### src/rtl/demux1_8_buf_if.sv
// Bundle of the demux1_8_buf data, handshake and status signals.
// master = upstream producer plus the eight consumers; slave = demux1_8_buf.
interface demux1_8_buf_if #(
  parameter int DataPathSize = 2
);
  logic [DataPathSize-1:0] IN_DATA;
  logic [2:0]              SEL;
  logic                    IN_VALID;
  logic                    IN_READY;
  logic [DataPathSize-1:0] OUT0;
  logic [DataPathSize-1:0] OUT1;
  logic [DataPathSize-1:0] OUT2;
  logic [DataPathSize-1:0] OUT3;
  logic [DataPathSize-1:0] OUT4;
  logic [DataPathSize-1:0] OUT5;
  logic [DataPathSize-1:0] OUT6;
  logic [DataPathSize-1:0] OUT7;
  logic [7:0]              OUT_VALID;
  logic [7:0]              OUT_ACK;
  logic [7:0]              STALL_CNT;

  modport master (
    output IN_DATA, SEL, IN_VALID, OUT_ACK,
    input  IN_READY, OUT0, OUT1, OUT2, OUT3, OUT4, OUT5, OUT6, OUT7,
           OUT_VALID, STALL_CNT
  );

  modport slave (
    input  IN_DATA, SEL, IN_VALID, OUT_ACK,
    output IN_READY, OUT0, OUT1, OUT2, OUT3, OUT4, OUT5, OUT6, OUT7,
           OUT_VALID, STALL_CNT
  );
endinterface

### src/rtl/demux1_8_buf.sv
// 1-to-8 demultiplexer with a one-word holding register per channel.
// Optional stall counter enabled by defining DEMUX_STALL_CNT_EN.
module demux1_8_buf #(
  parameter int DataPathSize = 2
) (
  input  logic            CLK,
  input  logic            RST,
  demux1_8_buf_if.slave   bus
);

  typedef enum logic {
    EMPTY = 1'b0,
    FULL  = 1'b1
  } ch_state_t;

  ch_state_t               state_q [8];
  ch_state_t               state_d [8];
  logic [DataPathSize-1:0] data_q  [8];
  logic [7:0]              valid;
  logic [7:0]              ack;
  logic [7:0]              load;
  logic                    ready;
  logic                    xfer;

  always_comb begin
    valid = '0;
    for (int unsigned i = 0; i < 8; i++) begin
      valid[i[2:0]] = (state_q[i] == FULL);
    end
  end

  assign ack = bus.OUT_ACK;

  // A full channel can still accept when its consumer pops in the same cycle.
  assign ready = !valid[bus.SEL] || ack[bus.SEL];
  assign xfer  = bus.IN_VALID && ready;

  always_comb begin
    load = '0;
    if (xfer) begin
      load[bus.SEL] = 1'b1;
    end
  end

  always_comb begin
    for (int unsigned i = 0; i < 8; i++) begin
      state_d[i] = state_q[i];
      case (state_q[i])
        EMPTY: if (load[i[2:0]]) state_d[i] = FULL;
        FULL:  if (ack[i[2:0]] && !load[i[2:0]]) state_d[i] = EMPTY;
        default: state_d[i] = EMPTY;
      endcase
    end
  end

  always_ff @(posedge CLK) begin
    if (RST) begin
      for (int unsigned i = 0; i < 8; i++) begin
        state_q[i] <= EMPTY;
        data_q[i]  <= '0;
      end
    end else begin
      for (int unsigned i = 0; i < 8; i++) begin
        state_q[i] <= state_d[i];
        if (load[i[2:0]]) begin
          data_q[i] <= bus.IN_DATA;
        end
      end
    end
  end

`ifdef DEMUX_STALL_CNT_EN
  logic [7:0] stall_q;

  always_ff @(posedge CLK) begin
    if (RST) begin
      stall_q <= '0;
    end else if (bus.IN_VALID && !ready && (stall_q != '1)) begin
      stall_q <= stall_q + 8'd1;
    end
  end

  assign bus.STALL_CNT = stall_q;
`else
  assign bus.STALL_CNT = '0;
`endif

  assign bus.IN_READY  = ready;
  assign bus.OUT_VALID = valid;
  assign bus.OUT0      = data_q[0];
  assign bus.OUT1      = data_q[1];
  assign bus.OUT2      = data_q[2];
  assign bus.OUT3      = data_q[3];
  assign bus.OUT4      = data_q[4];
  assign bus.OUT5      = data_q[5];
  assign bus.OUT6      = data_q[6];
  assign bus.OUT7      = data_q[7];

endmodule

### src/flat_wrapper.sv
// flat-port wrapper written by rule: the top's interface ports become plain ports
module demux1_8_buf_flat 
#(
  parameter int DataPathSize = 2
)
  (CLK, RST, bus_IN_DATA, bus_SEL, bus_IN_VALID, bus_OUT_ACK, bus_IN_READY, bus_OUT0, bus_OUT1, bus_OUT2, bus_OUT3, bus_OUT4, bus_OUT5, bus_OUT6, bus_OUT7, bus_OUT_VALID, bus_STALL_CNT);
  demux1_8_buf_if #(.DataPathSize(DataPathSize)) bus_i ();
  input  logic CLK;
  input  logic RST;
  input wire logic [$bits(bus_i.IN_DATA)-1:0] bus_IN_DATA;
  input wire logic [$bits(bus_i.SEL)-1:0] bus_SEL;
  input wire logic [$bits(bus_i.IN_VALID)-1:0] bus_IN_VALID;
  input wire logic [$bits(bus_i.OUT_ACK)-1:0] bus_OUT_ACK;
  output wire logic [$bits(bus_i.IN_READY)-1:0] bus_IN_READY;
  output wire logic [$bits(bus_i.OUT0)-1:0] bus_OUT0;
  output wire logic [$bits(bus_i.OUT1)-1:0] bus_OUT1;
  output wire logic [$bits(bus_i.OUT2)-1:0] bus_OUT2;
  output wire logic [$bits(bus_i.OUT3)-1:0] bus_OUT3;
  output wire logic [$bits(bus_i.OUT4)-1:0] bus_OUT4;
  output wire logic [$bits(bus_i.OUT5)-1:0] bus_OUT5;
  output wire logic [$bits(bus_i.OUT6)-1:0] bus_OUT6;
  output wire logic [$bits(bus_i.OUT7)-1:0] bus_OUT7;
  output wire logic [$bits(bus_i.OUT_VALID)-1:0] bus_OUT_VALID;
  output wire logic [$bits(bus_i.STALL_CNT)-1:0] bus_STALL_CNT;
  assign bus_i.IN_DATA = bus_IN_DATA;
  assign bus_i.SEL = bus_SEL;
  assign bus_i.IN_VALID = bus_IN_VALID;
  assign bus_i.OUT_ACK = bus_OUT_ACK;
  assign bus_IN_READY = bus_i.IN_READY;
  assign bus_OUT0 = bus_i.OUT0;
  assign bus_OUT1 = bus_i.OUT1;
  assign bus_OUT2 = bus_i.OUT2;
  assign bus_OUT3 = bus_i.OUT3;
  assign bus_OUT4 = bus_i.OUT4;
  assign bus_OUT5 = bus_i.OUT5;
  assign bus_OUT6 = bus_i.OUT6;
  assign bus_OUT7 = bus_i.OUT7;
  assign bus_OUT_VALID = bus_i.OUT_VALID;
  assign bus_STALL_CNT = bus_i.STALL_CNT;
  demux1_8_buf #(.DataPathSize(DataPathSize)) u_core (.CLK(CLK), .RST(RST), .bus(bus_i));
endmodule
### config.mk
export PLATFORM = sky130hd
export DESIGN_NAME = demux1_8_buf_flat
export DESIGN_NICKNAME = d
export VERILOG_FILES = /design/src/rtl/demux1_8_buf_if.sv /design/src/rtl/demux1_8_buf.sv /design/src/flat_wrapper.sv
export SDC_FILE = /design/constraint.sdc
export NUM_CORES = 1
export LEC_CHECK = 0
export ABC_CLOCK_PERIOD_IN_PS = 1900
export BUFFER_PORTS_ARGS = -buffer_cell sky130_fd_sc_hd__buf_4
export CORE_MARGIN = 4
export CORE_UTILIZATION = 43
export DETAILED_ROUTE_END_ITERATION = 6
export PLACE_DENSITY = 0.8
export SLEW_MARGIN = 25
export SYNTH_ARGS = -nofsm -noshare
export SYNTH_HDL_FRONTEND = slang
export SYNTH_SLANG_ARGS = --single-unit
### constraint.sdc
create_clock -name CLK -period 1.9 [get_ports CLK]
set_input_delay 0.19 -clock CLK [delete_from_list [all_inputs] [get_ports CLK]]
set_output_delay 0.19 -clock CLK [all_outputs]
set_load 0.03 [all_outputs]
* Word-level counts from Yosys, hierarchy flattened
Memory sizes are Yosys's and may differ from the RTL's. Index checks and enable logic that the tools add are counted.
Operators by class: order comparisons 2, muxes and demuxes 66, bitwise gates (word level) 24, reduce and logical (&&, ||, !) cells 20
Operator list (count):
- 1-bit 2-to-1 mux | 46
- 2-bit 2-to-1 mux | 8
- 1-bit bitwise OR | 16
- 1-bit case mux with 2 select lines | 8
- 1-bit logical AND | 10
- 1-bit zero test | 9
- 8-bit 2-to-1 mux | 1
- 1-bit NOT | 8
- 1-bit binary-select mux with 3-bit select | 2
- 3-bit by 4-bit less-than comparator with 1-bit output (second input constant) | 1
- 1-bit demux with 3-bit select | 1
- 3-bit by 1-bit >= comparator with 1-bit output (second input constant) | 1
- 1-bit logical OR | 1
Word-level totals: flip-flop bits (word level) 0, memory bits (writable) 24, input port bits 16, output and inout bits 33, logic and storage cells 114, memories 2
Memories:
- u_core.data_q | words 8, width 2, rd ports 8, clocked after memory_dff 0, write ports 8, line demux1_8_buf.sv:18 | logic [DataPathSize-1:0] data_q [8];
- u_core.state_q | words 8, width 1, rd ports 8, clocked after memory_dff 0, write ports 8, line demux1_8_buf.sv:16 | ch_state_t state_q [8];

* Logic depth before layout (Yosys ltp)
An unclocked memory read counts as a cell.
depth after elaboration 12, depth in mapped cells 7, mapped depth without buffers 5

* Least setup slack after synthesis
Ideal clock, no wire load.
kind reg-to-reg, start memory u_core.state_q[1][3] (netlist name), end memory u_core.data_q[6][0] (netlist: u_core.data_q[1][4]) (enable), arrival time 1.794 ns, slack -0.169 ns, stages on the path, launching flop included 7, buffers on the path 1, clock period less this slack 2.069 ns, cell sequence dfxtp_1 nor2b_1 mux2i_1 mux4_2 o21ai_4 buf_12 o31ai_2
RTL lines (line):
- start, declared | demux1_8_buf.sv:16
- end, declared | demux1_8_buf.sv:18

==> impl_metrics.toml <==
[setup_path]
start_kind = "register"
worstPathMaxFanout = 2
critPathArrivalTime_ns = 1.79
r2r-end = "u_core.data_q[1][3]"
crit_required_ns = 1.71
r2r_slack_ns = -0.01
crit_path_start = "u_core.state_q[1][3]"
worst_r2r_path_depth = 7
cp-end-kind = "primary output"
critPathKind = "register to primary output"
reg2reg_from = "u_core.state_q[1][3]"

[clock_network]
cts_buffers = 3
htreeDepth = 1
cts_root_buf = "clkbuf_4"
clockBufferDepth = 2
cts_sinks = 24
cts_tree = "built"
clk_transition_reported_paths_ns = 0.13
worstSkewPairLatency_ns = 0.32

[timing]
hold_viol_final = 0
period_needed_ns = 1.98
rsz0062_at_grt = "yes"
period_share_pct = 104
maxSlewViolCount = 0
final-setup-viol-count = 10
skew_ns = 0.00379
tightest_slew_ns = 0.523
relSlewSlack_pct = 65.1
fmax_ghz = 0.505
post-route-worst-setup-slack_ns = -0.0817

[final_layout]
stdcell_count = 183
nets = 169
syn2layout_area_growth_pct = 31.8
finalInstanceArea_sq_um = 1620
drive_above_1_share_pct = 48.0
fillCellCount = 225
antenna_cells = 0
final_util_pct = 58.9

[drt]
vias = 973
first_iter_violations = 30
drtAntennaViolNets = 0
drt-pass1-iter-count = 4
drc = 0
routed_wl_mm = 2.76
post_drt_via_cell_ratio = 5.32
avgRoutedWirePerCell_um = 15.1

[power]
ir_drop_uv = 494
power_density_nw_per_um2 = 651
p_leak_nw = 0.658

[grt]
grt_pass1_vias = 921
grt_max_degree = 17
antenna_found_initial = 0
grt-ovfl-total = 0
grt_first_pass_wirelength_mm = 4.35
track_usage_pct = 15.8

[floorplanning]
initial_core_util_pct = 44.7
die_w_um = 61.5
die-area_sq_um = 3790
die_h_um = 61.5
rows = 19
pin_count = 49
core-area_sq_um = 2760

[min_path]
min_path_type = "primary input to register"
holdCritStartpoint = "bus_OUT_ACK[0]"
min_to = "u_core.state_q[0][0]"
hold-path-cell-count = 2

[logic_synthesis]
synthArstFlopShare_pct = 0
syn_area_per_cell_sq_um = 11.5
synth.most_common_cell = "edfxtp_1"
synth_top_area_cell = "edfxtp_1"
syn-cell-area_sq_um = 1230
synth_ff_type = "edfxtp_1"
yosysWarnings = 0
synth_area_leaders = "edfxtp_1, dfxtp_1, o21ai_2"
syn_inst = 107
synth_common_cells = "edfxtp_1, nor2_1, buf_4, dfxtp_1"
seq_area_frac_synth_pct = 52.0
synth_cell_type_count = 35
synth-edff-count = 16
yosys_register_bits = 24
synth.top_cell.area_share_pct = 39.0

[placement]
dp.cells = 175
io_buffers = 40
placedInstanceArea_sq_um = 1550
gp_congestion = 0.833
post-dp-hpwl_mm = 2.10

[outcome]
failed_checks = "setup timing"
outcome = "complete, but fails checks"

[job]
max-cap-violations = 0
## registers in the layout (all words and copies together) (netlist names)
| register | flops |
|---|---|
| u_core.data_q | 16 |
| u_core.state_q | 8 |
## cells by family after synthesis
kind of cell    count (synthesis)  synth area share [%]
other cells                     1                 0.304
compound gates                 22                  16.7
simple gates                   36                  15.2
mux                             6                  5.99
flops                          24                  52.0
buf+inv                        18                  9.85
## layout by cell type (no fill, tap or decap), types with 2 or more instances in the layout
cell	count
o32ai_1	4
clkbuf_4	3
o211ai_1	2
nor2_1	13
dfxtp_1	5
nor2b_1	2
nand3b_1	2
mux2i_1	4
o21ai_2	7
or3b_2	2
nand3_1	3
buf_4	46
dfxtp_4	2
inv_1	3
buf_6	2
conb_1	8
edfxtp_1	16
nand2_1	7
## through the flow
step / hold WS (ns) / power (mW) / setup WS, ns / TNS [ns]
4_1_cts: 0.0525 / 1.05 / -0.0548 / -0.0548
3_3_place_gp: 0.392 / 0.820 / 0.0890 / 0
5_1_grt: 0.0445 / 1.10 / -0.158 / -2.02
3_5_place_dp: 0.393 / 0.826 / 0.0284 / 0
6_report: 0.0507 / 1.06 / -0.0817 / -0.114
2_1_floorplan: 0.283 / 0.760 / -0.00363 / -0.0435
## report_power, final
part	total (mW)	leakage (nW)	internal (mW)	switching, mW
combinational	0.239	0.408	0.0888	0.150
clock	0.235	0.0154	0.0770	0.158
sequential	0.585	0.235	0.577	0.00809
total	1.06	0.658	0.742	0.316
## cell type report
type	instances	area, sq um	area share (%)
clock inverter	1	3.75	0.231
multi-input combinational	72	515	31.7
tap	31	38.8	2.39
inverter	3	11.3	0.693
clock buffer	3	22.5	1.39
timing repair buffer	49	383	23.6
sequential	24	649	40.0
## worst max-delay path: stages, from the launching register on
cell and delay (ns):
dfxtp_4 0.37, nor2b_4 0.15, mux2i_1 0.08, mux4_2 0.49
or2_4 0.26, buf_6 0.14
## what timing repair did
action                     CTS  global route
gates resized for setup      3             2
setup buffers                2             2
hold buffers                 0             0
setup endpoints to repair    1            29
pin swaps                    0             0
## per-layer routing
metal	global-route usage (%)	vias to the layer above	share of wire [%]
li1	-	466	-
met1	22.1	453	41
met2	24.1	45	48
met3	1.68	9	7.2
met4	8.48	0	3.4
met5	0	-	0
## worst max path at each step
stage / slack (ns) / cells after the start / to
after global routing: -0.16 / 5 / bus_IN_READY
after global placement: 0.09 / 7 / u_core.data_q[1][1]
after floorplan: -0.004 / 6 / u_core.data_q[0][0]
after CTS: -0.05 / 5 / bus_IN_READY
after detailed placement: 0.03 / 7 / u_core.data_q[1][2]
final: -0.08 / 5 / bus_IN_READY
No activity file was read; power rests on OpenSTA's default activity.
